$ cat src/rtl/multicycle_control_fsm_pkg.sv
// Shared encodings for the multicycle RISC-V sequencer: states, opcodes,
// ALUOp codes and error codes.
package multicycle_control_fsm_pkg;

    typedef enum logic [2:0] {
        S_IDLE   = 3'd0,
        S_FETCH  = 3'd1,
        S_DECODE = 3'd2,
        S_EXEC   = 3'd3,
        S_MEM    = 3'd4,
        S_WB     = 3'd5,
        S_HALT   = 3'd6
    } state_t;

    localparam logic [6:0] OP_R   = 7'b0110011;
    localparam logic [6:0] OP_I   = 7'b0010011;
    localparam logic [6:0] OP_LD  = 7'b0000011;
    localparam logic [6:0] OP_SD  = 7'b0100011;
    localparam logic [6:0] OP_BEQ = 7'b1100011;

    localparam logic [1:0] ALU_ADD   = 2'b00;
    localparam logic [1:0] ALU_SUB   = 2'b01;
    localparam logic [1:0] ALU_FUNCT = 2'b10;

    localparam logic [1:0] ERR_NONE    = 2'b00;
    localparam logic [1:0] ERR_ILLEGAL = 2'b01;
    localparam logic [1:0] ERR_IMEM    = 2'b10;
    localparam logic [1:0] ERR_DMEM    = 2'b11;

    function automatic logic is_legal(input logic [6:0] op);
        return (op == OP_R) || (op == OP_I) || (op == OP_LD) ||
               (op == OP_SD) || (op == OP_BEQ);
    endfunction

endpackage

$ cat src/rtl/multicycle_control_fsm_mem_wait_timer.sv
// Wait-cycle counter shared by FETCH and MEM; flags the cycle whose miss
// would bring the count up to the limit.
module mem_wait_timer (
    input  logic       clk,
    input  logic       reset,
    input  logic       clear,
    input  logic       enable,
    input  logic [7:0] limit,
    output logic       expired
);

    logic [7:0] count;

    always_ff @(posedge clk) begin
        if (!reset || clear)
            count <= 8'd0;
        else if (enable)
            count <= count + 8'd1;
    end

    // Combinational so the FSM can leave for HALT on the same edge the
    // limit-th miss is counted.
    assign expired = enable && (count == limit - 8'd1);

endmodule

$ cat src/rtl/multicycle_control_fsm.sv
// Multicycle control sequencer for the 64-bit RISC-V datapath: steps
// FETCH/DECODE/EXEC/MEM/WB with ready handshakes, retire count and error halt.
module multicycle_control_fsm
    import multicycle_control_fsm_pkg::*;
#(
    parameter int MEM_TIMEOUT = 255,
    parameter int CNT_W       = 32
) (
    input  logic             clk,
    input  logic             reset,
    input  logic             run,
    input  logic [6:0]       opcode,
    input  logic             zero,
    input  logic             imem_ready,
    input  logic             dmem_ready,
    output logic             pc_write,
    output logic             pc_src,
    output logic             ir_write,
    output logic             reg_write,
    output logic             alu_src,
    output logic [1:0]       alu_op,
    output logic             mem_to_reg,
    output logic             imem_req,
    output logic             dmem_req,
    output logic             dmem_we,
    output logic             halted,
    output logic [1:0]       err_code,
    output logic [2:0]       state,
    output logic [CNT_W-1:0] retired_count
);

    localparam logic [7:0] TIMEOUT_LIM = 8'(MEM_TIMEOUT);

    state_t     state_q, state_n;
    logic       retire;
    logic [1:0] err_n;
    logic       wait_en, wait_clr, wait_expired;

    assign state    = state_q;
    assign wait_en  = ((state_q == S_FETCH) && !imem_ready) ||
                      ((state_q == S_MEM)   && !dmem_ready);
    assign wait_clr = (state_n != state_q);

    mem_wait_timer u_wait (
        .clk     (clk),
        .reset   (reset),
        .clear   (wait_clr),
        .enable  (wait_en),
        .limit   (TIMEOUT_LIM),
        .expired (wait_expired)
    );

    always_comb begin
        state_n    = state_q;
        err_n      = ERR_NONE;
        retire     = 1'b0;
        pc_write   = 1'b0;
        pc_src     = 1'b0;
        ir_write   = 1'b0;
        reg_write  = 1'b0;
        alu_src    = 1'b0;
        alu_op     = ALU_ADD;
        mem_to_reg = 1'b0;
        imem_req   = 1'b0;
        dmem_req   = 1'b0;
        dmem_we    = 1'b0;
        case (state_q)
            S_IDLE: if (run) state_n = S_FETCH;
            S_FETCH: begin
                imem_req = 1'b1;
                ir_write = imem_ready;
                // A ready arriving on the timeout cycle still completes the fetch.
                if (imem_ready)
                    state_n = S_DECODE;
                else if (wait_expired) begin
                    state_n = S_HALT;
                    err_n   = ERR_IMEM;
                end
            end
            S_DECODE: begin
                if (is_legal(opcode))
                    state_n = S_EXEC;
                else begin
                    state_n = S_HALT;
                    err_n   = ERR_ILLEGAL;
                end
            end
            S_EXEC: begin
                case (opcode)
                    OP_R: begin
                        alu_op  = ALU_FUNCT;
                        state_n = S_WB;
                    end
                    OP_I: begin
                        alu_src = 1'b1;
                        alu_op  = ALU_FUNCT;
                        state_n = S_WB;
                    end
                    OP_LD, OP_SD: begin
                        alu_src = 1'b1;
                        state_n = S_MEM;
                    end
                    OP_BEQ: begin
                        alu_op   = ALU_SUB;
                        pc_write = 1'b1;
                        pc_src   = zero;
                        retire   = 1'b1;
                    end
                    default: begin
                        state_n = S_HALT;
                        err_n   = ERR_ILLEGAL;
                    end
                endcase
            end
            S_MEM: begin
                dmem_req = 1'b1;
                dmem_we  = (opcode == OP_SD);
                alu_src  = 1'b1;
                if (dmem_ready) begin
                    if (opcode == OP_SD) begin
                        pc_write = 1'b1;
                        retire   = 1'b1;
                    end else
                        state_n = S_WB;
                end else if (wait_expired) begin
                    state_n = S_HALT;
                    err_n   = ERR_DMEM;
                end
            end
            S_WB: begin
                reg_write  = 1'b1;
                mem_to_reg = (opcode == OP_LD);
                pc_write   = 1'b1;
                retire     = 1'b1;
            end
            S_HALT: ;
            default: state_n = S_IDLE;
        endcase
        if (retire)
            state_n = run ? S_FETCH : S_IDLE;
    end

    always_ff @(posedge clk) begin
        if (!reset) begin
            state_q       <= S_IDLE;
            halted        <= 1'b0;
            err_code      <= ERR_NONE;
            retired_count <= '0;
        end else begin
            state_q <= state_n;
            if (retire)
                retired_count <= retired_count + {{(CNT_W-1){1'b0}}, 1'b1};
            if (state_n == S_HALT && state_q != S_HALT) begin
                halted   <= 1'b1;
                err_code <= err_n;
            end
        end
    end

endmodule

$ cat config.mk
export PLATFORM = sky130hd
export DESIGN_NAME = multicycle_control_fsm
export DESIGN_NICKNAME = d
export VERILOG_FILES = /design/src/rtl/multicycle_control_fsm_pkg.sv /design/src/rtl/multicycle_control_fsm_mem_wait_timer.sv /design/src/rtl/multicycle_control_fsm.sv
export SDC_FILE = /design/constraint.sdc
export NUM_CORES = 1
export LEC_CHECK = 0
export BUFFER_PORTS_ARGS = -buffer_cell sky130_fd_sc_hd__buf_2
export CAP_MARGIN = 0
export CORE_MARGIN = 3
export CORE_UTILIZATION = 35
export CTS_CLUSTER_DIAMETER = 40
export CTS_CLUSTER_SIZE = 10
export DETAILED_ROUTE_END_ITERATION = 16
export SYNTH_ARGS = -nofsm -noshare
export SYNTH_HDL_FRONTEND = slang
export SYNTH_HIERARCHICAL = 1
export SYNTH_SLANG_ARGS = --single-unit
$ cat constraint.sdc
create_clock -name clk -period 9.5 [get_ports clk]
set_input_delay 0.95 -clock clk [delete_from_list [all_inputs] [get_ports clk]]
set_output_delay 0.95 -clock clk [all_outputs]
set_load 0.02 [all_outputs]
==> impl_metrics.yaml <==
yosys:
  synth-simple-area-share_pct: 29.1
  avgSynthCellArea_sq_um: 8.51
  synthMuxAreaShare_pct: 0.709
  ys_top_cells_by_count: "46 x dfxtp_1, 28 x nor2_1, 21 x nand2_1"
  ys_seq_area_share_pct: 32.6
  synth_fa_ha_area_share_pct: 1.33
  synth_top_family_by_area: "simple AND/OR/NAND/NOR gates"
  synth_cell_types: 63
  netlist.area_leader.share_pct: 32.6
  ys_ff_latch: 46
  synth_ff_type: "dfxtp_1"
  synthCells: 332
  async_flop_share_pct: 0
  syn-cell-area_sq_um: 2830
  yosysMostFrequentCell: "dfxtp_1"
  synth_compound_area_share_pct: 22.4
  yosys-top-cells-area: "dfxtp_1 33%, xor2_1 5.3%, nor2_1 3.7%, xnor2_1 3.7%, o21a_1 2.9%"
  synth_xor_area_share_pct: 9.57
  synth_edf_count: 0
  yosysTopAreaCell: "dfxtp_1"
  yosysWarnings: 6
setup_path:
  arrival_ns: 4.16
  cp.depth: 11
  crit_path_start: "state[2]"
  cp-start-kind: "flop"
  endpoint_kind: "flop"
  crit_end: "u_wait/count[6]"
  critPathBufInv: 0
  cp_slowest_cell: "nor4_1"
  r2r-start: "state[2]"
  rr_worst_depth: 11
  worstSetupPathType: "reg -> reg"
  required_ns: 9.69
  r2r-end: "u_wait/count[6]"
  crit_family: "simple AND/OR/NAND/NOR gates"
  path_max_fanout: 13
  rrSetupSlack_ns: 5.52
  critPathMaxStageDelay_ns: 0.70
  cp_cell_sequence: "nor3b_1 -> a21o_1 -> nand4_1 -> nor4_1 -> or3b_2 -> a311oi_1 -> a2111oi_1 -> a211oi_1 -> o21ai_0 -> nand2b_1 -> nor2_1"
global_routing:
  use_met2_pct: 25.7
  grt.total_usage_pct: 15.9
  grt_pass1_vias: 2455
  grt_pass1_wl_mm: 11.7
  antenna_found_initial: 0
  grt_overflow: 0
  grt_max_degree: 27
  met1_usage_pct: 21.2
  top_usage_layer: "met2"
  met3_usage_pct: 4.14
floorplanning:
  dieArea_sq_um: 9190
  top_level_ports: 62
  die-height_um: 95.8
  start_util_pct: 36.4
  core_sq_um: 7770
  dieWidth_um: 95.8
  row_count: 32
detailed_routing:
  vias_per_cell: 5.20
  route.detailed.drc: 0
  via_count: 2669
  drtPass1Iterations: 4
  wl_per_cell_um: 13.6
  ant_nets: 0
  routed_wl_mm: 6.96
  drt_iter0_markers: 103
placed_design:
  dp_hpwl_mm: 5.05
  gp_congestion: 0.794
  port_buffers: 61
clocking:
  cts_resized: 0
  htree_levels: 2
  cts.clk_slew.worst_paths_ns: 0.09
  cts.sinks: 46
  post-cts-setup-buffers: 0
  hold_buffers: 0
  insertion_delay_ns: 0.30
  clock_path_buffers: 2
  cts_tree: "done"
  clockRootBuffer: "clkbuf_8"
  cts_made_buffers: 5
pwr:
  irDropWorstVdd_mv: 0.0580
  p_leak_nw: 1.42
  p_per_area_nw_per_um2: 122
timing:
  min_period_ns: 3.98
  period_share_pct: 41.9
  setup_viol: 0
  finalSetupTns_ns: 0
  finClkSkew_ns: 0.00633
  max_slew_margin_pct: 36.6
  tightest_slew_ns: 0.951
  slew_viol_final: 0
  hold_viol: 0
  rsz0062_at_grt: "no"
  max_freq_ghz: 0.251
layout:
  n_fill_cell: 827
  nets: 426
  area_delta_synth_final_pct: 20.4
  drive_above_1_share_pct: 20.2
  postLayoutCoreUtil_pct: 43.8
  antennaDiodeCount: 0
outcome:
  outcome: "complete, no violations"
run:
  cap_violations: 0
worst_hold_path:
  hold_path.class: "reg -> reg"
[per-stage QoR]
step	total power [mW]	area [sq um]	hold slack [ns]	worst slack, ns	instances
2_1_floorplan	0.257	2930	0.479	5.38	360
3_5_place_dp	0.273	3290	0.449	5.43	505
6_report	0.416	3400	0.462	5.52	513
4_1_cts	0.422	3400	0.466	5.51	513
5_1_grt	0.439	3400	0.481	5.03	513
3_3_place_gp	0.273	3290	0.443	5.55	505
[tightest hold or removal path: stages, from the launching register on]
cell and delay, ns:
dfxtp_1 0.32, nand2_1 0.05, o21ai_0 0.06
[placed cells by master, fill, tap and decap left out, types with 7 or more instances in the layout]
master     synthesis  layout
xor2_1            17      17
and3_1             8       8
nor3_1            12      12
nor2_1            28      28
conb_1             1      29
nand4_1            9       9
o21ai_0           15      15
buf_2              4      61
nand2_1           21      21
nor4_1             7       7
o2111ai_1          8       8
nand2b_1           7       7
o31ai_1            7       7
o21a_1            11      11
a21oi_1           16      16
dfxtp_1           46      46
inv_1             12      12
xnor2_1           12      12
[logic make-up (layout without fill, tap and decap cells)]
| family | count (synthesis) | count (layout) |
|---|---|---|
| multiplexers | 2 | 2 |
| other | 1 | 29 |
| AND/OR/NAND/NOR | 134 | 134 |
| AO/OA/AOI/OAI | 86 | 86 |
| flip-flops | 46 | 46 |
| XOR/XNOR | 30 | 30 |
| adder cells (fa/ha/maj) | 3 | 3 |
| buffers and inverters | 30 | 81 |
[final cells by class]
class / instances / area (sq um) / share of cell area [%]
repair buffers: 61 / 305 / 8.98
well taps: 102 / 128 / 3.75
multi-input cells: 284 / 1890 / 55.6
clock inverters: 2 / 37.5 / 1.10
inverters: 12 / 45.0 / 1.32
flip-flops and latches: 46 / 921 / 27.1
clock buffers: 6 / 72.6 / 2.13
[routing by layer]
metal | part of all wire (%) | up-vias
met5 | 0 | -
met4 | 0.69 | 0
met3 | 6.7 | 4
met2 | 46 | 69
met1 | 46 | 1243
li1 | - | 1353
[flip-flops by register name (all words and copies together) (netlist names)]
signal         flops
u_wait/count       8
halted             1
retired_count     32
state              3
err_code           2
[worst min path at each step]
stage                         start               to  cells past startpoint
CTS                     err_code[1]      err_code[1]                      2
floorplan           u_wait/count[5]  u_wait/count[5]                      2
global placement        err_code[0]      err_code[0]                      1
finish                  err_code[1]      err_code[1]                      2
global route            err_code[1]      err_code[1]                      2
detailed placement      err_code[0]      err_code[0]                      1
[power by group]
part           leakage, nW  internal [mW]  total, mW  switching [mW]
clock network       0.0514         0.0786      0.146          0.0677
registers            0.371          0.196      0.205         0.00930
logic                 1.00         0.0261     0.0644          0.0383
(Power assumes the default switching activity.)
